$ cat src/rtl/smg_pkg.sv
// Shared types and frame layout for the seven-segment display sequencer.
// Holds the state encoding, byte positions of the IR frame and the complement check.
package smg_pkg;

   typedef enum logic [1:0] {
      ST_BLANK = 2'd0,
      ST_SHOW  = 2'd1,
      ST_ERR   = 2'd2
   } state_t;

   localparam int ADDR_LSB  = 24;
   localparam int NADDR_LSB = 16;
   localparam int CMD_LSB   = 8;
   localparam int NCMD_LSB  = 0;

   // A frame is good when each inverted byte is the exact complement of its partner.
   function automatic logic frame_ok(input logic [31:0] d);
      return (d[NADDR_LSB +: 8] == ~d[ADDR_LSB +: 8]) &&
             (d[NCMD_LSB +: 8]  == ~d[CMD_LSB +: 8]);
   endfunction

endpackage

$ cat src/rtl/smg_tick_cnt.sv
// Loadable down-counter that parks at zero and flags the terminal count.
// A load wins over counting; counting only happens while enabled.
module smg_tick_cnt #(
   parameter int W = 4
) (
   input  logic         i_clk,
   input  logic         i_rst,
   input  logic         i_load,
   input  logic [W-1:0] i_load_val,
   input  logic         i_en,
   output logic         o_zero
);

   logic [W-1:0] r_cnt;

   always_ff @(posedge i_clk or posedge i_rst) begin
      if (i_rst) begin
         r_cnt <= '0;
      end else if (i_load) begin
         r_cnt <= i_load_val;
      end else if (i_en && (r_cnt != '0)) begin
         r_cnt <= r_cnt - W'(1);
      end
   end

   assign o_zero = (r_cnt == '0);

endmodule

$ cat src/rtl/smg_disp_ctrl.sv
// Display sequencer: validates IR frames, holds good ones on the digits for a
// timeout and blinks an error indication for corrupt ones before blanking.
module smg_disp_ctrl
   import smg_pkg::*;
#(
   parameter int HOLD_CYC  = 250_000_000,
   parameter int ERR_CYC   = 100_000_000,
   parameter int BLINK_CYC = 12_500_000,
   parameter int CHECK_EN  = 1
) (
   input  logic        i_clk,
   input  logic        i_rst,
   input  logic [31:0] i_ir_data,
   input  logic        i_ir_data_vld,
   input  logic        i_ir_repeat,
   output logic [31:0] o_disp_data,
   output logic [7:0]  o_digit_en,
   output logic        o_disp_vld,
   output logic        o_err_flag,
   output logic [1:0]  o_state
);

   localparam int TMR_MAX = (HOLD_CYC > ERR_CYC) ? HOLD_CYC : ERR_CYC;
   localparam int TMR_W   = $clog2(TMR_MAX);
   localparam int BLK_W   = $clog2(BLINK_CYC);

   if (HOLD_CYC < 2 || ERR_CYC < 2 || BLINK_CYC < 2) begin : g_param_chk
      $error("smg_disp_ctrl: HOLD_CYC, ERR_CYC and BLINK_CYC must all be >= 2");
   end

   state_t      r_state;
   logic [31:0] r_disp_data;
   logic [7:0]  r_digit_en;
   logic        r_disp_vld;
   logic        r_err_flag;
   logic        r_blink_ph;

   logic             w_ok;
   logic             w_bad_frame;
   logic             w_tmr_load;
   logic [TMR_W-1:0] w_tmr_val;
   logic             w_tmr_zero;
   logic             w_blk_load;
   logic             w_blk_zero;

   assign w_ok        = (CHECK_EN == 0) ? 1'b1 : frame_ok(i_ir_data);
   assign w_bad_frame = i_ir_data_vld && !w_ok;

   // Repeat codes only extend the hold while a frame is on show.
   assign w_tmr_load = i_ir_data_vld || ((r_state == ST_SHOW) && i_ir_repeat);
   assign w_tmr_val  = w_bad_frame ? TMR_W'(ERR_CYC - 1) : TMR_W'(HOLD_CYC - 1);
   assign w_blk_load = w_bad_frame || ((r_state == ST_ERR) && w_blk_zero);

   smg_tick_cnt #(.W(TMR_W)) u_hold_tmr (
      .i_clk      (i_clk),
      .i_rst      (i_rst),
      .i_load     (w_tmr_load),
      .i_load_val (w_tmr_val),
      .i_en       (1'b1),
      .o_zero     (w_tmr_zero)
   );

   smg_tick_cnt #(.W(BLK_W)) u_blink_tmr (
      .i_clk      (i_clk),
      .i_rst      (i_rst),
      .i_load     (w_blk_load),
      .i_load_val (BLK_W'(BLINK_CYC - 1)),
      .i_en       (r_state == ST_ERR),
      .o_zero     (w_blk_zero)
   );

   always_ff @(posedge i_clk or posedge i_rst) begin
      if (i_rst) begin
         r_state     <= ST_BLANK;
         r_disp_data <= 32'h0;
         r_digit_en  <= 8'h00;
         r_disp_vld  <= 1'b0;
         r_err_flag  <= 1'b0;
         r_blink_ph  <= 1'b0;
      end else if (i_ir_data_vld) begin
         r_digit_en <= 8'hFF;
         if (w_ok) begin
            r_state     <= ST_SHOW;
            r_disp_data <= i_ir_data;
            r_disp_vld  <= 1'b1;
            r_err_flag  <= 1'b0;
            r_blink_ph  <= 1'b0;
         end else begin
            r_state    <= ST_ERR;
            r_disp_vld <= 1'b0;
            r_err_flag <= 1'b1;
            r_blink_ph <= 1'b1;
         end
      end else begin
         r_disp_vld <= 1'b0;
         case (r_state)
            ST_SHOW: begin
               if (!i_ir_repeat && w_tmr_zero) begin
                  r_state    <= ST_BLANK;
                  r_digit_en <= 8'h00;
               end
            end
            ST_ERR: begin
               if (w_tmr_zero) begin
                  r_state    <= ST_BLANK;
                  r_digit_en <= 8'h00;
                  r_err_flag <= 1'b0;
                  r_blink_ph <= 1'b0;
               end else if (w_blk_zero) begin
                  r_blink_ph <= ~r_blink_ph;
                  r_digit_en <= {8{~r_blink_ph}};
               end
            end
            ST_BLANK: begin
               r_digit_en <= 8'h00;
            end
            default: begin
               r_state    <= ST_BLANK;
               r_digit_en <= 8'h00;
               r_err_flag <= 1'b0;
            end
         endcase
      end
   end

   assign o_disp_data = r_disp_data;
   assign o_digit_en  = r_digit_en;
   assign o_disp_vld  = r_disp_vld;
   assign o_err_flag  = r_err_flag;
   assign o_state     = r_state;

endmodule
$ cat config.mk
export PLATFORM = sky130hd
export DESIGN_NAME = smg_disp_ctrl
export DESIGN_NICKNAME = d
export VERILOG_FILES = /design/src/rtl/smg_pkg.sv /design/src/rtl/smg_tick_cnt.sv /design/src/rtl/smg_disp_ctrl.sv
export SDC_FILE = /design/constraint.sdc
export NUM_CORES = 1
export LEC_CHECK = 0
export CAP_MARGIN = 20
export CELL_PAD_IN_SITES_DETAIL_PLACEMENT = 0
export CELL_PAD_IN_SITES_GLOBAL_PLACEMENT = 1
export CORE_MARGIN = 2
export CORE_UTILIZATION = 39
export DETAILED_ROUTE_END_ITERATION = 6
export PLACE_DENSITY_LB_ADDON = 0.1
export SYNTH_ARGS = -nofsm -noshare
export SYNTH_HDL_FRONTEND = slang
export SYNTH_HIERARCHICAL = 1
export SYNTH_SLANG_ARGS = --single-unit
$ cat constraint.sdc
create_clock -name i_clk -period 2.11 [get_ports i_clk]
set_input_delay 0.3165 -clock i_clk [delete_from_list [all_inputs] [get_ports i_clk]]
set_output_delay 0.3165 -clock i_clk [all_outputs]
set_load 0.05 [all_outputs]
==> qor.yml, run 1 <==
detailed_routing:
  wire_per_inst_um: 15.49
  wl_um: 14200
  drtPass1Iterations: 4
  drc: 0
  vias: 4671
  ant_nets: 0
  drtIter0Drc: 220
  vias_per_cell: 5.094
placement:
  place.gp.congestion: 0.8300
  dpl.cell_count: 887
  post-dp-hpwl_um: 10240
  dpl_cell_area_mm2: 0.007132
  io_buffers: 79
logic_synthesis:
  synthArstFlopShare_pct: 100.0
  yosys_warnings: 6
  yosys_register_bits: 90
  synthTopCellsByArea: "dfrtp_1 (42%), mux2_4 (8.4%), xor2_1 (4.3%)"
  synthTopCellsByCount: "dfrtp_1 (90), nand2_1 (40), nor2_1 (37)"
  yosysMostFrequentCell: "dfrtp_1"
  synth.distinct_cells: 67
  ys.flop_type: "dfrtp_1"
  yosys.area.top_type_share_pct: 42.16
  avgSynthCellArea_um2: 10.33
  syn_inst: 517
  synth_edf_count: 0
  yosysTopAreaCell: "dfrtp_1"
  seq_area_frac_synth_pct: 42.16
  synth.cell_area_mm2: 0.005341
grt:
  grt-ovfl-total: 0
  grt_pass1_vias: 4877
  antenna_found_initial: 0
  grt_pass1_wl_um: 23710
  grt.total_usage_pct: 20.54
  grt_max_degree: 39
power_and_ir_drop:
  peakVddDrop_v: 0.0004943
  power.density_mw_per_mm2: 563.0
  leakagePower_nw: 3.531
timing:
  skew_ns: 0.003277
  rsz0062_at_grt: "true"
  slew_violations: 0
  fmax_mhz: 469.3
  setup_slack_ns: -0.02096
  tightest_slew_ns: 0.5506
  setup_viol: 1
  post-route-period-util_pct: 101.0
  maxSlewHeadroom_pct: 63.18
  period_needed_ns: 2.131
  hold_violations: 0
setup_path:
  critical_path_class: "reg2reg"
  crit_arrival_ns: 2.40
  reg2reg_from: "u_hold_tmr/r_cnt[0]$_DFFE_PP0P_"
  rrSetupSlack_ns: -0.02
  reg2reg_to: "u_hold_tmr/r_cnt[25]$_DFFE_PP0P_"
  crit_fanout: 5
  r2r_cells: 7
  setup.worst_path.end_class: "flip-flop"
  start_kind: "flip-flop"
  crit_required_ns: 2.38
clocking:
  tritoncts: "done"
  clock-sinks: 90
  clockBufferDepth: 2
  path_clk_slew_ns: 0.06
  htreeDepth: 3
  cts-root-buf: "clkbuf_16"
  clock_latency_ns: 0.34
  cts_made_buffers: 9
floorplan:
  fp-row-count: 42
  die-width_um: 121.0
  coreArea_mm2: 0.01330
  fp.dieArea_mm2: 0.01465
  start_util_pct: 40.18
  pin_count: 80
  fp.dieH_um: 121.0
final_layout:
  synthToLayoutAreaGrowth_pct: 45.70
  layout-drive-gt1-share_pct: 32.79
  final_area_mm2: 0.007782
  n_antenna_cell: 0
  nets: 778
  instances_no_fill: 917
hold_path:
  min_to: "o_disp_data[6]$_DFFE_PP0P_"
  hold_class: "in2reg"
  min-delay-start: "i_ir_data[6]"
  min_path_cells: 2
run:
  maxCapViolations: 0
status:
  outcome: "complete, but fails checks"
  violations: "setup timing"
-- kinds of logic (layout without fill, tap and decap cells) --
family / after synthesis / in the layout / share of synthesized area [%]
AND/OR/NAND/NOR: 196 / 196 / 22.86
AO/OA/AOI/OAI: 98 / 98 / 11.90
flip-flops: 90 / 90 / 42.16
XOR/XNOR: 45 / 45 / 7.379
buffers and inverters: 42 / 218 / 4.099
multiplexers: 40 / 40 / 10.52
adder cells (fa/ha/maj): 4 / 4 / 0.9370
other: 2 / 50 / 0.1406
-- layer usage --
metal  vias to the layer above  global-route usage, %  part of all wire [%]
met5                         -                      0                     0
met4                         0                  6.323                   1.7
met3                        17                  5.169                   4.5
met2                        83                  35.92                    51
met1                      2273                  24.76                    42
li1                       2298                      -                     -
-- placed cells by master, fill, tap and decap left out, types with 14 or more instances in the layout --
master           synthesis  layout
mux2_4                  30      30
a31oi_1                 16      14
inv_1                   17      14
nor2_1                  37      35
nand2_1                 40      40
o21ai_0                 32      27
nand4_1                 14      14
buf_4                    8     104
clkdlybuf4s50_1          0      47
dfrtp_1                 90      86
conb_1                   2      50
dlygate4sd2_1            0      18
xor2_1                  26      21
xnor2_1                 19      17
-- worst max-delay path by stage --
stage	startpoint	end	slack, ns	depth (start not counted)
6_report	u_hold_tmr/r_cnt[0]$_DFFE_PP0P_	u_hold_tmr/r_cnt[25]$_DFFE_PP0P_	-0.02	7
5_1_grt	u_hold_tmr/r_cnt[0]$_DFFE_PP0P_	u_hold_tmr/r_cnt[18]$_DFFE_PP0P_	-0.11	9
4_1_cts	i_ir_data[4]	u_blink_tmr/r_cnt[9]$_DFFE_PP0P_	0.0001	9
3_5_place_dp	i_ir_data[27]	u_blink_tmr/r_cnt[1]$_DFFE_PP0P_	-0.60	9
3_3_place_gp	i_ir_data[19]	u_blink_tmr/r_cnt[1]$_DFFE_PP0P_	-0.44	9
2_1_floorplan	u_hold_tmr/r_cnt[0]$_DFFE_PP0P_	u_hold_tmr/r_cnt[5]$_DFFE_PP0P_	-0.005	7
-- critical path, cell delays in order (launching register included) --
cell and delay (ns):
dfrtp_1 0.39, buf_6 0.13, nor4_4 0.25, buf_4 0.16, nand4b_4 0.15, or2_4 0.31
or4b_1 0.51, a31oi_1 0.14
-- flip-flops by register name, summed over array words and instances, names as in the netlist --
signal             count
o_disp_data           32
o_digit_en             1
u_hold_tmr/r_cnt      28
u_blink_tmr/r_cnt     24
o_err_flag             1
o_state                2
r_blink_ph             1
o_disp_vld             1
-- area by class of cell --
type | count | area [um^2]
Fill cell | 1204 | 5513
Multi-Input combinational cell | 433 | 3344
Sequential cell | 90 | 2257
Timing Repair Buffer | 187 | 1637
Clock buffer | 11 | 242.7
Tap cell | 176 | 220.2
Inverter | 17 | 63.81
Clock inverter | 3 | 17.52
-- per-stage QoR --
step | power (mW) | utilization [%] | setup TNS, ns | worst slack [ns] | hold slack, ns
global route | 4.627 | 58.54 | -1.290 | -0.1149 | 0.2716
finish | 4.382 | 58.54 | -0.02096 | -0.02096 | 0.2716
CTS | 4.383 | 56.68 | 0 | 0.0001483 | 0.3551
floorplan | 2.478 | - | -0.009143 | -0.004875 | 0.3311
detailed placement | 2.854 | 53.64 | -24.88 | -0.5981 | 0.4909
global placement | 2.835 | 53.64 | -18.65 | -0.4411 | 0.4912
-- power by group --
part | internal (mW) | total (mW) | switching, mW
clock | 0.813 | 1.47 | 0.656
combinational | 0.455 | 0.931 | 0.476
sequential | 1.84 | 1.98 | 0.144
-- timing repair --
item	in CTS	in global routing
setup buffers	12	4
pin swaps	25	29
hold buffers	0	0
endpoints found under the setup margin	39	43
resized for setup	40	57
Power figures use the tool's default switching activity.
==> run 2, diff against run 1 <==
- CORE_UTILIZATION: 39 -> 43
- PLACE_DENSITY: default -> 0.79
- PLACE_DENSITY_LB_ADDON: 0.1 -> default
- clock period: 2.11 -> 2.1 ns (I/O delays scaled with it)
==> qor.yml, run 2 (same netlist as run 1, synthesis figures left out) <==
status:
  outcome: "complete, but fails checks"
  violations: "setup timing"
setup_path:
  cp_top_family: "simple AND/OR/NAND/NOR gates"
  start_kind: "flip-flop"
  slowest_stage: "or4b_1"
  crit_path_start: "u_hold_tmr/r_cnt[1]$_DFFE_PP0P_"
  reg2reg_from: "u_hold_tmr/r_cnt[1]$_DFFE_PP0P_"
  crit_arrival_ns: 2.40
  crit_buf_inv: 3
  cp.depth: 9
  crit_required_ns: 2.36
  r2r_cells: 9
  critical_path_class: "reg2reg"
  crit_fanout: 3
  crit_chain: "inv_2, buf_4, ha_4, nor3b_4, buf_6, nand3_4, nor4_4, or4b_1, a31oi_1"
  rrSetupSlack_ns: -0.04
  cp-endpoint: "u_hold_tmr/r_cnt[20]$_DFFE_PP0P_"
  max_stage_delay_ns: 0.46
  setup.worst_path.end_class: "flip-flop"
  reg2reg_to: "u_hold_tmr/r_cnt[20]$_DFFE_PP0P_"
detailed_routing:
  drtPass1Iterations: 4
  vias: 4638
  ant_nets: 0
  vias_per_cell: 5.136
  wl_um: 13690
  drtIter0Drc: 155
  wire_per_inst_um: 15.16
  drc: 0
timing:
  setup_viol: 3
  maxSlewHeadroom_pct: 61.81
  hold_violations: 0
  skew_ns: 0.007156
  setup_slack_ns: -0.03775
  period_needed_ns: 2.138
  fmax_mhz: 467.8
  fin_tns_setup_ns: -0.06739
  tightest_slew_ns: 0.5584
  slew_violations: 0
  post-route-period-util_pct: 101.8
  rsz0062_at_grt: "true"
grt:
  grt_pass1_vias: 4714
  grt_pass1_wl_um: 23010
  grt-ovfl-total: 0
  grt_max_degree: 29
  grt.total_usage_pct: 21.73
  antenna_found_initial: 0
clocking:
  cts_made_buffers: 9
  clock-sinks: 90
  tritoncts: "done"
  hold_buffers: 0
  cts-root-buf: "clkbuf_16"
  htreeDepth: 3
  clockBufferDepth: 2
  path_clk_slew_ns: 0.06
  clock_latency_ns: 0.34
final_layout:
  layout-drive-gt1-share_pct: 32.38
  n_antenna_cell: 0
  layout_common_cells: "buf_4 (91), dfrtp_1 (87), conb_1 (50)"
  largest_register_ffs: 32
  nets: 772
  final_common_cell: "buf_4"
  final_area_mm2: 0.007871
  fillCellCount: 958
  synthToLayoutAreaGrowth_pct: 47.36
floorplan:
  start_util_pct: 44.28
  coreArea_mm2: 0.01206
  die-width_um: 115.5
  pin_count: 80
  fp.dieH_um: 115.5
  fp-row-count: 40
  fp.dieArea_mm2: 0.01333
hold_path:
  hold_class: "in2reg"
placement:
  place.gp.congestion: 0.8821
  dpl_cell_area_mm2: 0.007109
  io_buffers: 79
  post-dp-hpwl_um: 10070
power_and_ir_drop:
  leakagePower_nw: 3.536
  peakVddDrop_v: 0.0002913
  power.density_mw_per_mm2: 570.7
run:
  maxCapViolations: 0
-- run 2: changes by cell type in the layout (fill, tap and decap cells not counted), sizes merged --
cell	delta
buf	-6
dlygate4sd2	-2
bufinv	+1
clkdlybuf4s15	-4
clkinvlp	-1
clkdlybuf4s50	+2
dlymetal6s2s	+4
-- run 2: area by class of cell --
cell class                      instances  area (um^2)  area share [%]
Multi-Input combinational cell        433         3415           43.38
Sequential cell                        90         2256           28.66
Timing Repair Buffer                  181         1648           20.93
Clock buffer                           11        232.7           2.957
Tap cell                              168        210.2           2.670
Inverter                               17        66.31          0.8425
Clock inverter                          3        43.79          0.5564
-- run 2: stage by stage --
step / total power, mW / hold slack (ns) / instances / util (%) / setup slack [ns]
6_report: 4.493 / 0.2725 / 903 / 65.26 / -0.03775
3_5_place_dp: 2.853 / 0.4901 / 874 / 58.94 / -0.5263
5_1_grt: 4.720 / 0.2702 / 903 / 65.26 / -0.1195
3_3_place_gp: 2.827 / 0.4936 / 874 / 58.94 / -0.4645
2_1_floorplan: 2.490 / 0.3296 / 565 / - / -0.01488
4_1_cts: 4.462 / 0.3607 / 895 / 62.45 / -0.02090
-- run 2: routing by layer --
metal / share of wire (%) / vias to the layer above / GRT usage (%)
met5: 0 / - / 0
met4: 1.7 / 0 / 7.631
met3: 5.5 / 16 / 5.753
met2: 47 / 101 / 35.36
met1: 45 / 2243 / 28.10
li1: - / 2278 / -
-- run 2: power breakdown --
part / total (mW) / switching [mW] / internal [mW]
registers: 2.01 / 0.159 / 1.85
logic: 0.929 / 0.472 / 0.457
clock network: 1.56 / 0.648 / 0.910
total: 4.49 / 1.28 / 3.21
-- run 2: timing repair --
item,CTS,global route
setup endpoints to repair,39,66
cloned,0,0
gates resized for setup,38,68
pin swaps,21,29
setup buffers,7,8
-- run 2: worst min-delay path by stage --
stage	start	end	cells past startpoint
finish	i_ir_data[11]	o_disp_data[11]$_DFFE_PP0P_	2
global route	i_ir_data[22]	o_disp_data[22]$_DFFE_PP0P_	2
CTS	i_ir_data[25]	o_disp_data[25]$_DFFE_PP0P_	2
floorplan	i_rst	u_blink_tmr/r_cnt[0]$_DFFE_PP0P_	1
global placement	o_disp_data[18]$_DFFE_PP0P_	o_disp_data[18]$_DFFE_PP0P_	1
detailed placement	o_disp_data[8]$_DFFE_PP0P_	o_disp_data[8]$_DFFE_PP0P_	1
-- run 2: worst reg2reg max path, stage by stage, from the launching register on --
cell     delay, ns
dfrtp_1       0.40
inv_2         0.06
buf_4         0.11
ha_4          0.12
nor3b_4       0.26
buf_6         0.15
nand3_4       0.07
nor4_4        0.29
or4b_1        0.46
a31oi_1       0.14
